<file path="src/rtl/numberle_pkg.sv">
// Shared types and codes for the Numberle round controller.
package numberle_pkg;

    typedef enum logic [2:0] {
        ST_IDLE  = 3'd0,
        ST_ENTRY = 3'd1,
        ST_CHECK = 3'd2,
        ST_SHOW  = 3'd3,
        ST_WIN   = 3'd4,
        ST_LOSE  = 3'd5
    } state_t;

    localparam logic [3:0] KEY_CLEAR = 4'hC;
    localparam logic [3:0] KEY_ENTER = 4'hE;

    localparam logic [3:0] MSG_IDLE  = 4'h0;
    localparam logic [3:0] MSG_WIN   = 4'hA;
    localparam logic [3:0] MSG_LOSE  = 4'hE;

    function automatic logic is_digit_key(input logic [3:0] code);
        return (code <= 4'd9);
    endfunction

endpackage

</file>
<file path="src/rtl/numberle_round_controller_digit_entry_buffer.sv">
// Guess assembly: shifts keypad digits in from the right and counts them,
// saturating at DIGITS so extra digits are dropped rather than wrapping.
module digit_entry_buffer #(
    parameter int DIGITS = 4
) (
    input  logic        clock,
    input  logic        reset,
    input  logic        clear,
    input  logic        load,
    input  logic        push,
    input  logic [3:0]  key_code,
    output logic [15:0] guess,
    output logic [2:0]  digit
);

    localparam logic [2:0] DIGITS_W = 3'(DIGITS);

    // Clear wins over load, load over push; pushes stop once the guess is full.
    always_ff @(posedge clock or posedge reset) begin
        if (reset) begin
            guess <= 16'h0;
            digit <= 3'd0;
        end else if (clear) begin
            guess <= 16'h0;
            digit <= 3'd0;
        end else if (load) begin
            guess <= {12'h0, key_code};
            digit <= 3'd1;
        end else if (push && (digit < DIGITS_W)) begin
            guess <= {guess[11:0], key_code};
            digit <= digit + 3'd1;
        end
    end

endmodule

</file>
<file path="src/rtl/numberle_round_controller.sv">
// One Numberle round: latch secret, collect a guess, score it, count tries,
// and declare win or lose.
module numberle_round_controller
    import numberle_pkg::*;
#(
    parameter int DIGITS    = 4,
    parameter int MAX_TRIES = 4
) (
    input  logic        clock,
    input  logic        reset,
    input  logic        start,
    input  logic [15:0] number,
    input  logic        key_valid,
    input  logic [3:0]  key_code,
    output logic [15:0] guess,
    output logic [2:0]  digit,
    output logic [2:0]  try_count,
    output logic [15:0] led,
    output logic [3:0]  message,
    output logic        round_over
);

    localparam logic [2:0] DIGITS_W = 3'(DIGITS);
    localparam logic [2:0] MAX_W    = 3'(MAX_TRIES);

    state_t      state;
    state_t      next_state;
    logic [15:0] secret;

    logic        key_digit;
    logic        key_clear;
    logic        key_enter;
    logic        buf_clear;
    logic        buf_load;
    logic        buf_push;
    logic        do_start;
    logic        do_score;
    logic        led_clear;
    logic [3:0]  match;
    logic        all_match;
    logic [2:0]  try_next;

    assign key_digit = key_valid && is_digit_key(key_code);
    assign key_clear = key_valid && (key_code == KEY_CLEAR);
    assign key_enter = key_valid && (key_code == KEY_ENTER);

    assign match[0]  = (guess[3:0]   == secret[3:0]);
    assign match[1]  = (guess[7:4]   == secret[7:4]);
    assign match[2]  = (guess[11:8]  == secret[11:8]);
    assign match[3]  = (guess[15:12] == secret[15:12]);
    assign all_match = &match;
    assign try_next  = try_count + 3'd1;

    assign round_over = (state == ST_WIN) || (state == ST_LOSE);

    digit_entry_buffer #(.DIGITS(DIGITS)) u_buffer (
        .clock    (clock),
        .reset    (reset),
        .clear    (buf_clear),
        .load     (buf_load),
        .push     (buf_push),
        .key_code (key_code),
        .guess    (guess),
        .digit    (digit)
    );

    // State register.
    always_ff @(posedge clock or posedge reset) begin
        if (reset) begin
            state <= ST_IDLE;
        end else begin
            state <= next_state;
        end
    end

    // Next state and per-cycle control strobes; start overrides any key.
    always_comb begin
        next_state = state;
        buf_clear  = 1'b0;
        buf_load   = 1'b0;
        buf_push   = 1'b0;
        do_start   = 1'b0;
        do_score   = 1'b0;
        led_clear  = 1'b0;
        if (start) begin
            next_state = ST_ENTRY;
            buf_clear  = 1'b1;
            do_start   = 1'b1;
        end else begin
            case (state)
                ST_ENTRY: begin
                    if (key_digit) begin
                        buf_push = 1'b1;
                    end else if (key_clear) begin
                        buf_clear = 1'b1;
                    end else if (key_enter && (digit == DIGITS_W)) begin
                        next_state = ST_CHECK;
                    end
                end
                ST_CHECK: begin
                    do_score = 1'b1;
                    if (all_match) begin
                        next_state = ST_WIN;
                    end else if (try_next == MAX_W) begin
                        next_state = ST_LOSE;
                    end else begin
                        next_state = ST_SHOW;
                    end
                end
                ST_SHOW: begin
                    if (key_digit) begin
                        buf_load   = 1'b1;
                        led_clear  = 1'b1;
                        next_state = ST_ENTRY;
                    end else if (key_clear) begin
                        buf_clear  = 1'b1;
                        led_clear  = 1'b1;
                        next_state = ST_ENTRY;
                    end
                end
                default: begin
                end
            endcase
        end
    end

    // Secret, score LEDs, try counter and message.
    always_ff @(posedge clock or posedge reset) begin
        if (reset) begin
            secret    <= 16'h0;
            try_count <= 3'd0;
            led       <= 16'h0;
            message   <= MSG_IDLE;
        end else if (do_start) begin
            secret    <= number;
            try_count <= 3'd0;
            led       <= 16'h0;
            message   <= MSG_IDLE;
        end else if (do_score) begin
            led       <= {match[0], match[1], match[2], match[3], 12'h0};
            try_count <= try_next;
            if (all_match) begin
                message <= MSG_WIN;
            end else if (try_next == MAX_W) begin
                message <= MSG_LOSE;
            end else begin
                message <= {1'b0, try_next};
            end
        end else if (led_clear) begin
            led <= 16'h0;
        end
    end

endmodule
</file>
<file path="config.mk">
export PLATFORM = sky130hd
export DESIGN_NAME = numberle_round_controller
export DESIGN_NICKNAME = d
export VERILOG_FILES = /design/src/rtl/numberle_pkg.sv /design/src/rtl/numberle_round_controller_digit_entry_buffer.sv /design/src/rtl/numberle_round_controller.sv
export SDC_FILE = /design/constraint.sdc
export NUM_CORES = 1
export LEC_CHECK = 0
export CAP_MARGIN = 30
export CORE_UTILIZATION = 30
export DETAILED_ROUTE_END_ITERATION = 12
export GPL_TIMING_DRIVEN = 0
export HOLD_SLACK_MARGIN = 0.08
export PLACE_DENSITY_LB_ADDON = 0.05
export SLEW_MARGIN = 20
export SYNTH_ARGS = -nofsm -noshare
export SYNTH_HDL_FRONTEND = slang
export SYNTH_SLANG_ARGS = --single-unit
</file>
<file path="constraint.sdc">
create_clock -name clock -period 1.7 [get_ports clock]
set_input_delay 0.34 -clock clock [delete_from_list [all_inputs] [get_ports clock]]
set_output_delay 0.34 -clock clock [all_outputs]
set_load 0.02 [all_outputs]
</file>
==> results of run 1 <==
how the worst max path moves through the flow:
| stage | from | end |
|---|---|---|
| finish | u_buffer.guess[14] | message[2] |
| global route | u_buffer.guess[14] | message[2] |
| CTS | key_code[3] | state[0] |
| detailed placement | key_code[1] | u_buffer.guess[15] |
| global placement | reset | secret[1] |
| floorplan | u_buffer.guess[5] | state[0] |
flip-flops by register name, indices dropped and copies added, names as in the netlist:
signal and count:
state 3, message 4, u_buffer.guess 16, led 4
u_buffer.digit 3, try_count 3, secret 16
routing by layer:
layer  share of wire, %  wire length [um]  vias up
met5                  0                 0        -
met4               0.83                47        0
met3                4.5               253        5
met2                 47              2630       48
met1                 48              2700      834
li1                   -                 -      848
report_power, final:
group,internal (mW),leakage (nW),switching (mW)
Combinational,0.193,0.973,0.196
Sequential,1.22,0.636,0.0492
Clock,0.584,0.0681,0.392
Total,2.00,1.68,0.636
per-stage QoR:
| step | instances | instance area [um2] |
|---|---|---|
| 5_1_grt | 381 | 3390 |
| 3_3_place_gp | 362 | 3110 |
| 2_1_floorplan | 206 | 2440 |
| 3_5_place_dp | 363 | 3130 |
| 6_report | 381 | 3390 |
| 4_1_cts | 374 | 3310 |
cell type report:
class	instances	area, um2
clock inverters	3	65.1
fillers	752	4330
well taps	102	128
repair buffers	65	633
clock buffers	5	68.8
multi-input cells	131	1100
flip-flops and latches	49	1230
plain buffers	18	144
inverters	8	30.0
worst max-delay path: stages, from the launching register on:
cell and delay [ps]:
dfrtp_1 410, xor2_1 200, nor4_4 400, nand4_2 200
buf_6 180, a32o_1 190
Yosys cell counts (3+ instances only):
master and count:
nand2_1 6, a21oi_1 7, inv_1 8, mux2_2 16, xor2_1 16, nor3_1 3, buf_6 3, o21ai_0 4
nor4_2 4, dfrtp_1 49, mux2i_1 3, nor2_1 7, buf_4 13, nor2b_1 3, ha_1 4, a22o_1 17
logic make-up (layout without fill, tap and decap cells):
family,count (synthesis),after routing,share of synthesized area [%]
muxes,20,20,9.24
other,1,12,0.156
xor gates and xnor gates,17,17,6.21
buffers and inverters,26,99,7.10
AOI/OAI and AO/OA,42,42,14.2
adders and majority gates,4,4,2.09
DFF,49,49,51.1
and+or+nand+nor,36,36,9.81
what timing repair did:
action / CTS / global route
resized for setup: 25 / 12
setup endpoints to repair: 37 / 24
cloned: 0 / 1
pin swaps: 3 / 10
buffers inserted: 3 / 6
==> run_results.csv, run 1 <==
group,metric,value,unit
status,outcome,"completed",
pwr,irDropWorstVdd,0.398,mV
timing,finalCriticalPeriod,1680,ps
cells_and_area,fin_util,43.9,%
route,route.vias.total,1735,
timing,rsz0062_at_grt,"yes",
clocking,hold_buffers,0,
grt,track_usage,14.2,%
grt,antenna_found_initial,0,
synthesis,synth_warnings,0,
placed_design,hpwl,3990,um
grt,use_met2,22.7,%
min_path,hp-class,"primary input to async pin",
cells_and_area,antenna_cells,0,
cells_and_area,nets,306,
synthesis,synthArstFlopShare,100,%
synthesis,yosysTopAreaCell,"dfrtp_1",
timing,hold_slack,370,ps
clocking,cts_buffers,5,
timing,skew,7.53,ps
timing,slew_viol_final,0,
placed_design,place.gp.congestion,0.772,
route,postRouteWirelength,5640,um
timing,fin_crit_sh,99.1,%
synthesis,synthCells,195,
worst_setup_path,path_max_fanout,6,
die,die_w,91.4,um
clocking,htree_num_levels,2,
timing,hold_viol,0,
flow_run,maxCapViolCount,0,
pwr,p_leak,1.68,nW
cells_and_area,drive_above_1_share,24.7,%
grt,use_met3,3.60,%
clocking,cts_sinks,49,
die,dieArea,0.00835,mm2
die,pin_count,67,
worst_setup_path,startpoint_type,"register",
die,row_count,32,
grt,met1_usage,19.1,%
die,die-height,91.4,um
worst_setup_path,crit_type,"register to register",
grt,grt.busiest_layer,"met2",
route,drc,0,
synthesis,yosysTopAreaCellShare,51.1,%
worst_setup_path,reg2regPathDepth,5,
route,antenna_left,0,
cells_and_area,syn_to_final_growth,41.5,%
cells_and_area,layout_commonest_cell,"dfrtp_1",
worst_setup_path,crit_required,1890,ps
grt,grt_max_degree,30,
clocking,clk_pin_slew,90,ps
synthesis,ys_top_cells_by_area,"dfrtp_1 (51%), mux2_2 (7.5%), a22o_1 (6.2%)",
grt,grt_pass1_wl,9200,um
timing,worst_slack,16.1,ps
die,core,0.00773,mm2
synthesis,synth_flop_cell,"dfrtp_1",
timing,final-setup-viol-count,0,
route,dr.first_iter.drc_count,45,
cells_and_area,mostFrequentLayoutCells,"dfrtp_1 (48), clkdlybuf4s50_1 (30), buf_4 (20)",
clocking,clk_latency,300,ps
worst_setup_path,endpoint_kind,"register",
worst_setup_path,timing.rr.end,"message[2]",
timing,tns,0,ps
die,initial_core_util,31.0,%
synthesis,avgSynthCellArea,12.3,um2
placed_design,dp_slack,-476,ps
route,viasPerCell,4.55,
grt,grt_pass1_vias,1808,
clocking,cts_buffer_depth,2,
synthesis,ys_ff_latch,49,
clocking,cts_tree,"yes",
timing,clock.fmax,594,MHz
synthesis,synth_edf_count,0,
synthesis,ys_seq_area_share,51.1,%
grt,overflow,0,
pwr,finalPower,2.63,mW
clocking,cts_root_buf,"clkbuf_8",
placed_design,port_buffers,54,
route,drt-pass1-iter-count,4,
synthesis,synth_cell_types,44,
pwr,power_density,776,mW/mm2
worst_setup_path,cp.arrival,1880,ps
worst_setup_path,reg2reg_from,"u_buffer.guess[14]",
synthesis,syn-cell-area,0.00240,mm2
route,wl_per_cell,14.8,um
worst_setup_path,reg2reg_slack,20,ps
(Power assumes the default switching activity.)
==> run 2, diff against run 1 <==
- CORE_UTILIZATION: 30 -> 48
- MAX_ROUTING_LAYER: unset -> met4
==> run_results.csv, run 2 (synthesis gave the netlist of run 1 again) <==
group,metric,value,unit
status,outcome,"completed",
timing,fin_crit_sh,97.9,%
pwr,power_density,708,mW/mm2
grt,track_usage,20.1,%
placed_design,place_area,0.00308,mm2
route,dr.first_iter.drc_count,100,
clocking,cts_buffers,5,
route,drc,0,
cells_and_area,nets,306,
timing,clock.fmax,601,MHz
flow_run,maxCapViolCount,0,
pwr,irDropWorstVdd,0.551,mV
placed_design,place.gp.congestion,0.887,
cells_and_area,fin_area,0.00333,mm2
timing,finalCriticalPeriod,1660,ps
clocking,cts_sinks,49,
die,pin_count,67,
placed_design,port_buffers,54,
worst_setup_path,reg2reg_from,"u_buffer.guess[14]",
pwr,finalPower,2.35,mW
die,dieArea,0.00528,mm2
clocking,cts_root_buf,"clkbuf_8",
worst_setup_path,crit_type,"register to register",
die,row_count,25,
worst_setup_path,path_max_fanout,5,
timing,tns,0,ps
route,route.vias.total,1752,
die,initial_core_util,50.4,%
route,antenna_left,0,
route,wl_per_cell,14.2,um
cells_and_area,layout_commonest_cell,"dfrtp_1",
placed_design,hpwl,3500,um
placed_design,dp_slack,-417,ps
worst_setup_path,cp.arrival,1850,ps
worst_setup_path,startpoint_type,"register",
worst_setup_path,timing.rr.end,"state[0]",
min_path,hp-class,"primary input to async pin",
clocking,cts_tree,"yes",
clocking,clk_pin_slew,100,ps
placed_design,dp_cells,328,
worst_setup_path,reg2regPathDepth,4,
cells_and_area,layoutNonFillerInstCount,346,
clocking,cts_buffer_depth,2,
worst_setup_path,crit_required,1890,ps
timing,final-setup-viol-count,0,
die,die-height,72.7,um
route,drt-pass1-iter-count,4,
cells_and_area,mostFrequentLayoutCells,"dfrtp_1 (47), clkdlybuf4s50_1 (30), buf_4 (23)",
grt,grt_max_degree,35,
clocking,htree_num_levels,2,
timing,rsz0062_at_grt,"yes",
timing,hold_viol,0,
pwr,p_leak,1.67,nW
grt,overflow,0,
cells_and_area,antenna_cells,0,
timing,worst_slack,36.1,ps
clocking,clk_latency,300,ps
die,die_w,72.7,um
grt,grt_pass1_wl,7600,um
grt,grt_pass1_vias,1546,
timing,slew_viol_final,0,
grt,antenna_found_initial,0,
route,viasPerCell,5.06,
cells_and_area,drive_above_1_share,25.1,%
worst_setup_path,endpoint_kind,"register",
timing,skew,11.7,ps
die,core,0.00475,mm2
cells_and_area,syn_to_final_growth,38.7,%
worst_setup_path,reg2reg_slack,40,ps
route,postRouteWirelength,4910,um
cells_and_area,reg_top3,"secret (16), u_buffer.guess (16)",
-- run 2: worst max-delay path, cell delays in order (launching register included) --
cell     delay, ps
dfrtp_1        410
xor2_1         190
nor4_4         440
nand4_4        180
a221o_1        340
-- run 2: repair_timing --
item | 4_1_cts | 5_1_grt
gates resized for setup | 22 | 16
hold buffers | 0 | 0
endpoints found under the setup margin | 34 | 21
gates cloned | 0 | 0
setup buffers | 1 | 9
pin swaps | 2 | 7
-- run 2: how the worst max path moves through the flow --
stage / start / end / slack (ps) / cells after the start
finish: u_buffer.guess[14] / state[0] / 40 / 4
global route: u_buffer.guess[12] / state[0] / -20 / 4
CTS: u_buffer.guess[5] / state[0] / -90 / 4
detailed placement: key_code[1] / u_buffer.guess[13] / -420 / 6
global placement: reset / message[3] / -780 / 2
floorplan: u_buffer.guess[5] / state[0] / 30 / 4
-- run 2: area by class of cell --
class	instances	area, um2
fillers	376	1430
well taps	67	83.8
multi-input cells	131	1120
repair buffers	65	636
clock buffers	5	68.8
plain buffers	18	140
flip-flops and latches	49	1230
inverters	8	30.0
clock inverters	3	21.3
-- run 2: power by group --
part / leakage [nW] / switching [mW] / internal [mW]
clock: 0.0445 / 0.396 / 0.292
combinational: 0.991 / 0.204 / 0.197
sequential: 0.635 / 0.0459 / 1.22
total: 1.67 / 0.646 / 1.71
-- run 2: per-layer routing --
metal	track usage (%)	routed length (um)	up-vias
met4	6.10	56	0
li1	-	-	847
met3	4.42	210	5
met2	30.6	2340	49
met5	-	0	-
met1	27.0	2300	851
-- run 2: metrics by stage --
stage	hold WS, ps	util (%)
after global placement	504	64.4
after global routing	341	69.9
final	317	69.9
after detailed placement	496	64.8
after floorplan	474	-
after CTS	329	67.2
